$ cat config.mk
export PLATFORM = sky130hd
export DESIGN_NAME = pipelined_addsub
export DESIGN_NICKNAME = d
export VERILOG_FILES = /design/src/rtl/pipelined_addsub.sv
export SDC_FILE = /design/constraint.sdc
export NUM_CORES = 1
export LEC_CHECK = 0
export BUFFER_PORTS_ARGS = -buffer_cell sky130_fd_sc_hd__buf_2
export CORE_ASPECT_RATIO = 0.6
export CORE_MARGIN = 1.5
export CORE_UTILIZATION = 57
export DETAILED_ROUTE_END_ITERATION = 10
export PLACE_DENSITY_LB_ADDON = 0.15
export REMOVE_ABC_BUFFERS = 1
export SYNTH_ARGS = -nofsm -noshare
export SYNTH_HDL_FRONTEND = slang
export SYNTH_SLANG_ARGS = --single-unit
$ cat constraint.sdc
create_clock -name clk -period 3.3 [get_ports clk]
set_input_delay 0.165 -clock clk [delete_from_list [all_inputs] [get_ports clk]]
set_output_delay 0.165 -clock clk [all_outputs]
set_load 0.1 [all_outputs]
$ cat src/rtl/pipelined_addsub.sv
// ---------------------------------------------------------------------------
// pipelined_addsub
//
// Pipelined two's-complement adder/subtractor with valid/ready handshakes.
// The WIDTH-bit operation is cut into STAGES chunks of CW = WIDTH/STAGES bits.
// Stage k adds chunk k of A and the effective B plus the carry registered by
// stage k-1. The carry chain inside one clock period is therefore only CW bits
// long, plus the overflow XOR in the last stage.
//
// Operand chunk k is skewed by k cycles so that it meets its carry. Sum chunk
// k is then delayed by STAGES-1-k cycles so that all chunks of one operation
// leave together. A beat accepted in cycle n is presented with out_valid = 1
// in cycle n+STAGES.
//
// Backpressure is a single global stall: when a result is presented and not
// taken, every register in the block holds its value.
//
// Ports
//   clk        sole clock, rising edge
//   rst        synchronous, active-high reset (flushes every in-flight beat)
//   in_valid   operand beat present
//   in_ready   block accepts a beat this cycle (combinational, = !stall)
//   A, B       WIDTH-bit operands
//   Cin        carry-in when adding, borrow-in when subtracting
//   Sub        0 = A + B + Cin, 1 = A - B - Cin
//   out_valid  result present
//   out_ready  consumer takes the result this cycle
//   S          WIDTH-bit sum or difference
//   Cout       raw carry out of the MSB (subtract: 1 = no borrow)
//   Ovf        signed overflow
// ---------------------------------------------------------------------------
module pipelined_addsub #(
    parameter int WIDTH  = 16,
    parameter int STAGES = 4
) (
    input  logic             clk,
    input  logic             rst,
    input  logic             in_valid,
    output logic             in_ready,
    input  logic [WIDTH-1:0] A,
    input  logic [WIDTH-1:0] B,
    input  logic             Cin,
    input  logic             Sub,
    output logic             out_valid,
    input  logic             out_ready,
    output logic [WIDTH-1:0] S,
    output logic             Cout,
    output logic             Ovf
);

    localparam int CW = WIDTH / STAGES;

    if (STAGES < 1 || STAGES > WIDTH || (WIDTH % STAGES) != 0) begin : g_param_check
        $error("pipelined_addsub: STAGES must lie in 1..WIDTH and divide WIDTH");
    end

    // -----------------------------------------------------------------------
    // Handshake and global stall
    // -----------------------------------------------------------------------
    logic              w_stall;
    logic              w_advance;
    logic              w_accept;
    logic [STAGES-1:0] r_valid;

    // Only a presented-but-untaken result stalls; an empty output slot never
    // blocks the pipeline even if out_ready is low.
    assign w_stall   = r_valid[STAGES-1] & ~out_ready;
    assign w_advance = ~w_stall;
    assign w_accept  = in_valid & ~w_stall;

    assign in_ready  = ~w_stall;
    assign out_valid = r_valid[STAGES-1];

    // One valid bit per stage. A bubble enters as 0 whenever no beat is taken.
    always_ff @(posedge clk) begin
        if (rst) begin
            r_valid <= '0;
        end else if (w_advance) begin
            r_valid[0] <= w_accept;
            for (int k = 1; k < STAGES; k++) begin
                r_valid[k] <= r_valid[k-1];
            end
        end
    end

    // -----------------------------------------------------------------------
    // Effective operands: subtraction is A + ~B + ~Cin, so that Cin acts as a
    // borrow-in and Cout reads as "no borrow".
    // -----------------------------------------------------------------------
    logic [WIDTH-1:0] w_b_adj;
    logic             w_c0;

    assign w_b_adj = Sub ? ~B : B;
    assign w_c0    = Sub ? ~Cin : Cin;

    // w_carry[k] is the carry into chunk k. Entry 0 is the effective
    // carry-in. Entry k > 0 is the registered carry of stage k-1. The last
    // entry is the carry out of the MSB.
    logic [STAGES:0]  w_carry;
    logic [WIDTH-1:0] w_s_aligned;
    logic             r_ovf;

    assign w_carry[0] = w_c0;

    // -----------------------------------------------------------------------
    // One generate block per chunk: input skew, chunk adder, output deskew.
    // -----------------------------------------------------------------------
    for (genvar gi = 0; gi < STAGES; gi++) begin : g_chunk
        localparam int LO      = gi * CW;
        localparam int SKEW    = gi;
        localparam int OUT_DLY = STAGES - 1 - gi;

        logic [CW-1:0] w_a_op;
        logic [CW-1:0] w_b_op;
        logic [CW-1:0] w_sum;
        logic          w_cout;
        logic [CW-1:0] r_sum;
        logic          r_carry;

        // ---- input skew: chunk gi waits gi cycles for its carry ----
        if (SKEW == 0) begin : g_no_skew
            assign w_a_op = A[LO +: CW];
            assign w_b_op = w_b_adj[LO +: CW];
        end else begin : g_skew
            logic [CW-1:0] r_a_skew [SKEW];
            logic [CW-1:0] r_b_skew [SKEW];

            always_ff @(posedge clk) begin
                if (rst) begin
                    for (int d = 0; d < SKEW; d++) begin
                        r_a_skew[d] <= '0;
                        r_b_skew[d] <= '0;
                    end
                end else if (w_advance) begin
                    r_a_skew[0] <= A[LO +: CW];
                    r_b_skew[0] <= w_b_adj[LO +: CW];
                    for (int d = 1; d < SKEW; d++) begin
                        r_a_skew[d] <= r_a_skew[d-1];
                        r_b_skew[d] <= r_b_skew[d-1];
                    end
                end
            end

            assign w_a_op = r_a_skew[SKEW-1];
            assign w_b_op = r_b_skew[SKEW-1];
        end

        // ---- chunk adder: the only carry path within one cycle ----
        assign {w_cout, w_sum} = {1'b0, w_a_op} + {1'b0, w_b_op} + {{CW{1'b0}}, w_carry[gi]};

        always_ff @(posedge clk) begin
            if (rst) begin
                r_sum   <= '0;
                r_carry <= 1'b0;
            end else if (w_advance) begin
                r_sum   <= w_sum;
                r_carry <= w_cout;
            end
        end

        assign w_carry[gi+1] = r_carry;

        // ---- signed overflow, computed alongside the MSB chunk ----
        if (gi == STAGES - 1) begin : g_ovf
            logic w_c_into_msb;

            // The sum bit is a ^ b ^ carry-in, so the carry into the MSB can
            // be recovered from the MSB sum bit and its two operand bits.
            assign w_c_into_msb = w_sum[CW-1] ^ w_a_op[CW-1] ^ w_b_op[CW-1];

            always_ff @(posedge clk) begin
                if (rst) begin
                    r_ovf <= 1'b0;
                end else if (w_advance) begin
                    r_ovf <= w_c_into_msb ^ w_cout;
                end
            end
        end

        // ---- output deskew: realign chunk gi with the last chunk ----
        if (OUT_DLY == 0) begin : g_no_deskew
            assign w_s_aligned[LO +: CW] = r_sum;
        end else begin : g_deskew
            logic [CW-1:0] r_deskew [OUT_DLY];

            always_ff @(posedge clk) begin
                if (rst) begin
                    for (int d = 0; d < OUT_DLY; d++) begin
                        r_deskew[d] <= '0;
                    end
                end else if (w_advance) begin
                    r_deskew[0] <= r_sum;
                    for (int d = 1; d < OUT_DLY; d++) begin
                        r_deskew[d] <= r_deskew[d-1];
                    end
                end
            end

            assign w_s_aligned[LO +: CW] = r_deskew[OUT_DLY-1];
        end
    end

    // -----------------------------------------------------------------------
    // Outputs
    // -----------------------------------------------------------------------
    assign S    = w_s_aligned;
    assign Cout = w_carry[STAGES];
    assign Ovf  = r_ovf;

endmodule

==> run_results.csv <==
group,metric,value,unit
status,status,"complete, no violations",
global_routing,grt_max_degree,73,
routing,wl_per_cell,12.9,µm
clock_tree,htreeDepth,3,
cells_and_area,final_nets,446,
synthesis,avgSynthCellArea,12.5,µm²
clock_tree,root_buffer,"clkbuf_16",
placed_design,portBuffers,57,
synthesis,netlist_instances,343,
cells_and_area,synthToLayoutAreaGrowth,14.3,%
power_and_ir_drop,total_power,2.73,mW
floorplan,coreArea,7270,µm²
routing,initialDrtViolationCount,153,
routing,drt-total-wl,6390,µm
synthesis,ys_ff_latch,97,
floorplan,num_rows,24,
timing,fmax,445,MHz
hold_path,whs_path_depth,3,
floorplan,initial_utilization,0.589,
routing,viasPerCell,4.83,
global_routing,grt_pass1_wl,10600,µm
clock_tree,postCtsHoldBufs,0,
synthesis,yosys-top-cells-area,"edfxtp_1 51%, dfxtp_1 12%, and2_1 8.8%, fa_1 3.7%, ha_1 3.5%",
hold_path,hold_path.class,"in -> reg",
placed_design,dpl.hpwl,4080,µm
floorplan,die_area,8060,µm²
clock_tree,cts_buffer_depth,2,
clock_tree,cts_sinks,97,
timing,fin_crit,2250,ps
cells_and_area,mostFrequentLayoutCells,"72 x edfxtp_1, 60 x and2_1, 57 x buf_2",
synthesis,yosys.area.top_type,"edfxtp_1",
setup_path,critPathCaptureType,"register",
clock_tree,clkSlewWorstSetupHoldPaths,70,ps
routing,top_layer,"met4",
setup_path,critPathKind,"reg -> reg",
timing,rsz0062_at_grt,"no",
timing,hold_violations,0,
cells_and_area,drive_above_1_share,0.209,
floorplan,die_w,115,µm
setup_path,cp_max_fo,2,
power_and_ir_drop,p_leak,2.14,nW
timing,finalClockSkew,4.29,ps
synthesis,synth_area,4280,µm²
cells_and_area,layout_commonest_cell,"edfxtp_1",
clock_tree,cts_buffers,9,
clock_tree,cts.repair.resized,0,
routing,met2WireLength,3050,µm
setup_path,worstPathRequired,3570,ps
routing,firstDrtPassIters,4,
setup_path,cp.arrival,2510,ps
timing,final_max_slew_viol_count,0,
clock_tree,cts_setup_buffers,0,
synthesis,synth_top_area_frac,0.505,
global_routing,grt_usage,0.178,
timing,slew_headroom,0.329,
floorplan,die_h,70.1,µm
routing,drc_errors,0,
routing,dr_wl_met3,280,µm
global_routing,antenna_found_initial,0,
power_and_ir_drop,peakVddDrop,0.285,mV
routing,vias,2399,
routing,wl_met1,2990,µm
clock_tree,cts_tree,"built",
routing,postRouteAntennaNets,0,
timing,setup_viol,0,
timing,finalCritPeriodShare,0.681,
run,drv_cap,0,
timing,worst_slew_pin_slew,1000,ps
global_routing,first_global_vias,2250,
synthesis,yosys_warnings,0,
synthesis,ys_seq_area_frac,0.622,
placed_design,pre_cts_slack,1040,ps
cells_and_area,antenna_cells,0,
synthesis,synth.distinct_cells,28,
clock_tree,clock_latency,340,ps
power_and_ir_drop,powerDensity,558,nW/µm²
placed_design,place_congestion,0.755,
setup_path,worst-r2r-cell-count,8,
global_routing,overflow,0,
setup_path,start_kind,"register",
floorplan,ios,58,
timing,setup_ws,1050,ps
cells_and_area,fillers,571,
[metal layers]
metal | vias up | GRT usage
li1 | 1226 | -
met1 | 1120 | 0.233
met4 | 0 | 0.0700
met5 | - | 0
met2 | 46 | 0.273
met3 | 7 | 0.0651
[final cells by class]
class	instances	area, µm²	share of cell area
clock buffers	10	250	0.0512
clock inverters	6	40.0	0.00819
inverters	20	75.1	0.0153
repair buffers	59	300	0.0614
flip-flops and latches	97	2660	0.544
well taps	104	130	0.0266
multi-input cells	201	1430	0.293
[report_power, final]
part	internal, mW	switching [mW]
registers	1.40	0.0269
logic	0.113	0.201
clock network	0.555	0.435
[cell usage after synthesis]
master / n
dfxtp_1: 25
nand2b_4: 1
nand2b_1: 2
nor2b_1: 4
a211oi_1: 10
buf_2: 3
nand3b_1: 2
nand2_1: 18
buf_1: 2
and2_1: 60
a21o_1: 4
xor2_1: 8
a211oi_2: 1
buf_4: 8
nor2_1: 31
a221oi_1: 2
fa_1: 8
a21oi_1: 13
edfxtp_1: 72
a21oi_2: 1
o21a_1: 1
xnor2_1: 16
inv_1: 19
clkbuf_1: 12
xnor3_1: 1
o21ai_0: 6
ha_1: 12
inv_2: 1
[registers in the layout (all words and copies together), names as in the netlist]
signal                     cells
Cout                           1
Ovf                            1
g_chunk.g_deskew.r_deskew     24
g_chunk.g_skew.r_a_skew       24
g_chunk.g_skew.r_b_skew       24
g_chunk.r_carry                3
g_chunk.r_sum                 16
r_valid                        4
[critical path, cell delays in order, from the launching register on]
cell,delay [ps]
dfxtp_1,310
inv_1,60
fa_1,480
fa_1,410
nor2b_1,170
o21a_1,130
nor2_1,60
xnor3_1,340
a211oi_2,210
[worst paths after layout]
path / startpoint / endpoint / slack (ps)
worst max-delay path: g_chunk[2].r_carry / Ovf / 1050
worst min-delay path: in_valid / r_valid[0] / 60
worst max register to register: g_chunk[2].r_carry / Ovf / 1050
worst min register to register: g_chunk[3].r_sum[3] / g_chunk[3].r_sum[3] / 450
[per-stage QoR]
step           hold slack [ps]  instance area [µm²]  setup TNS [ps]   util  cells
6_report                  61.3                 4890               0  0.673    497
2_1_floorplan              230                 4150          -65330      -    318
3_3_place_gp               413                 4600               0  0.633    481
5_1_grt                   80.4                 4890               0  0.673    497
4_1_cts                   52.0                 4890               0  0.673    497
3_5_place_dp               422                 4600               0  0.633    481
[logic make-up after synthesis]
logic type	Yosys count	synth area share
compound gates	38	0.0576
flops	97	0.622
xor+xnor	25	0.0544
buf+inv	45	0.0474
simple gates	118	0.146
fa+ha+maj	20	0.0725
Note: power is estimated with default switching activity, not from simulation.
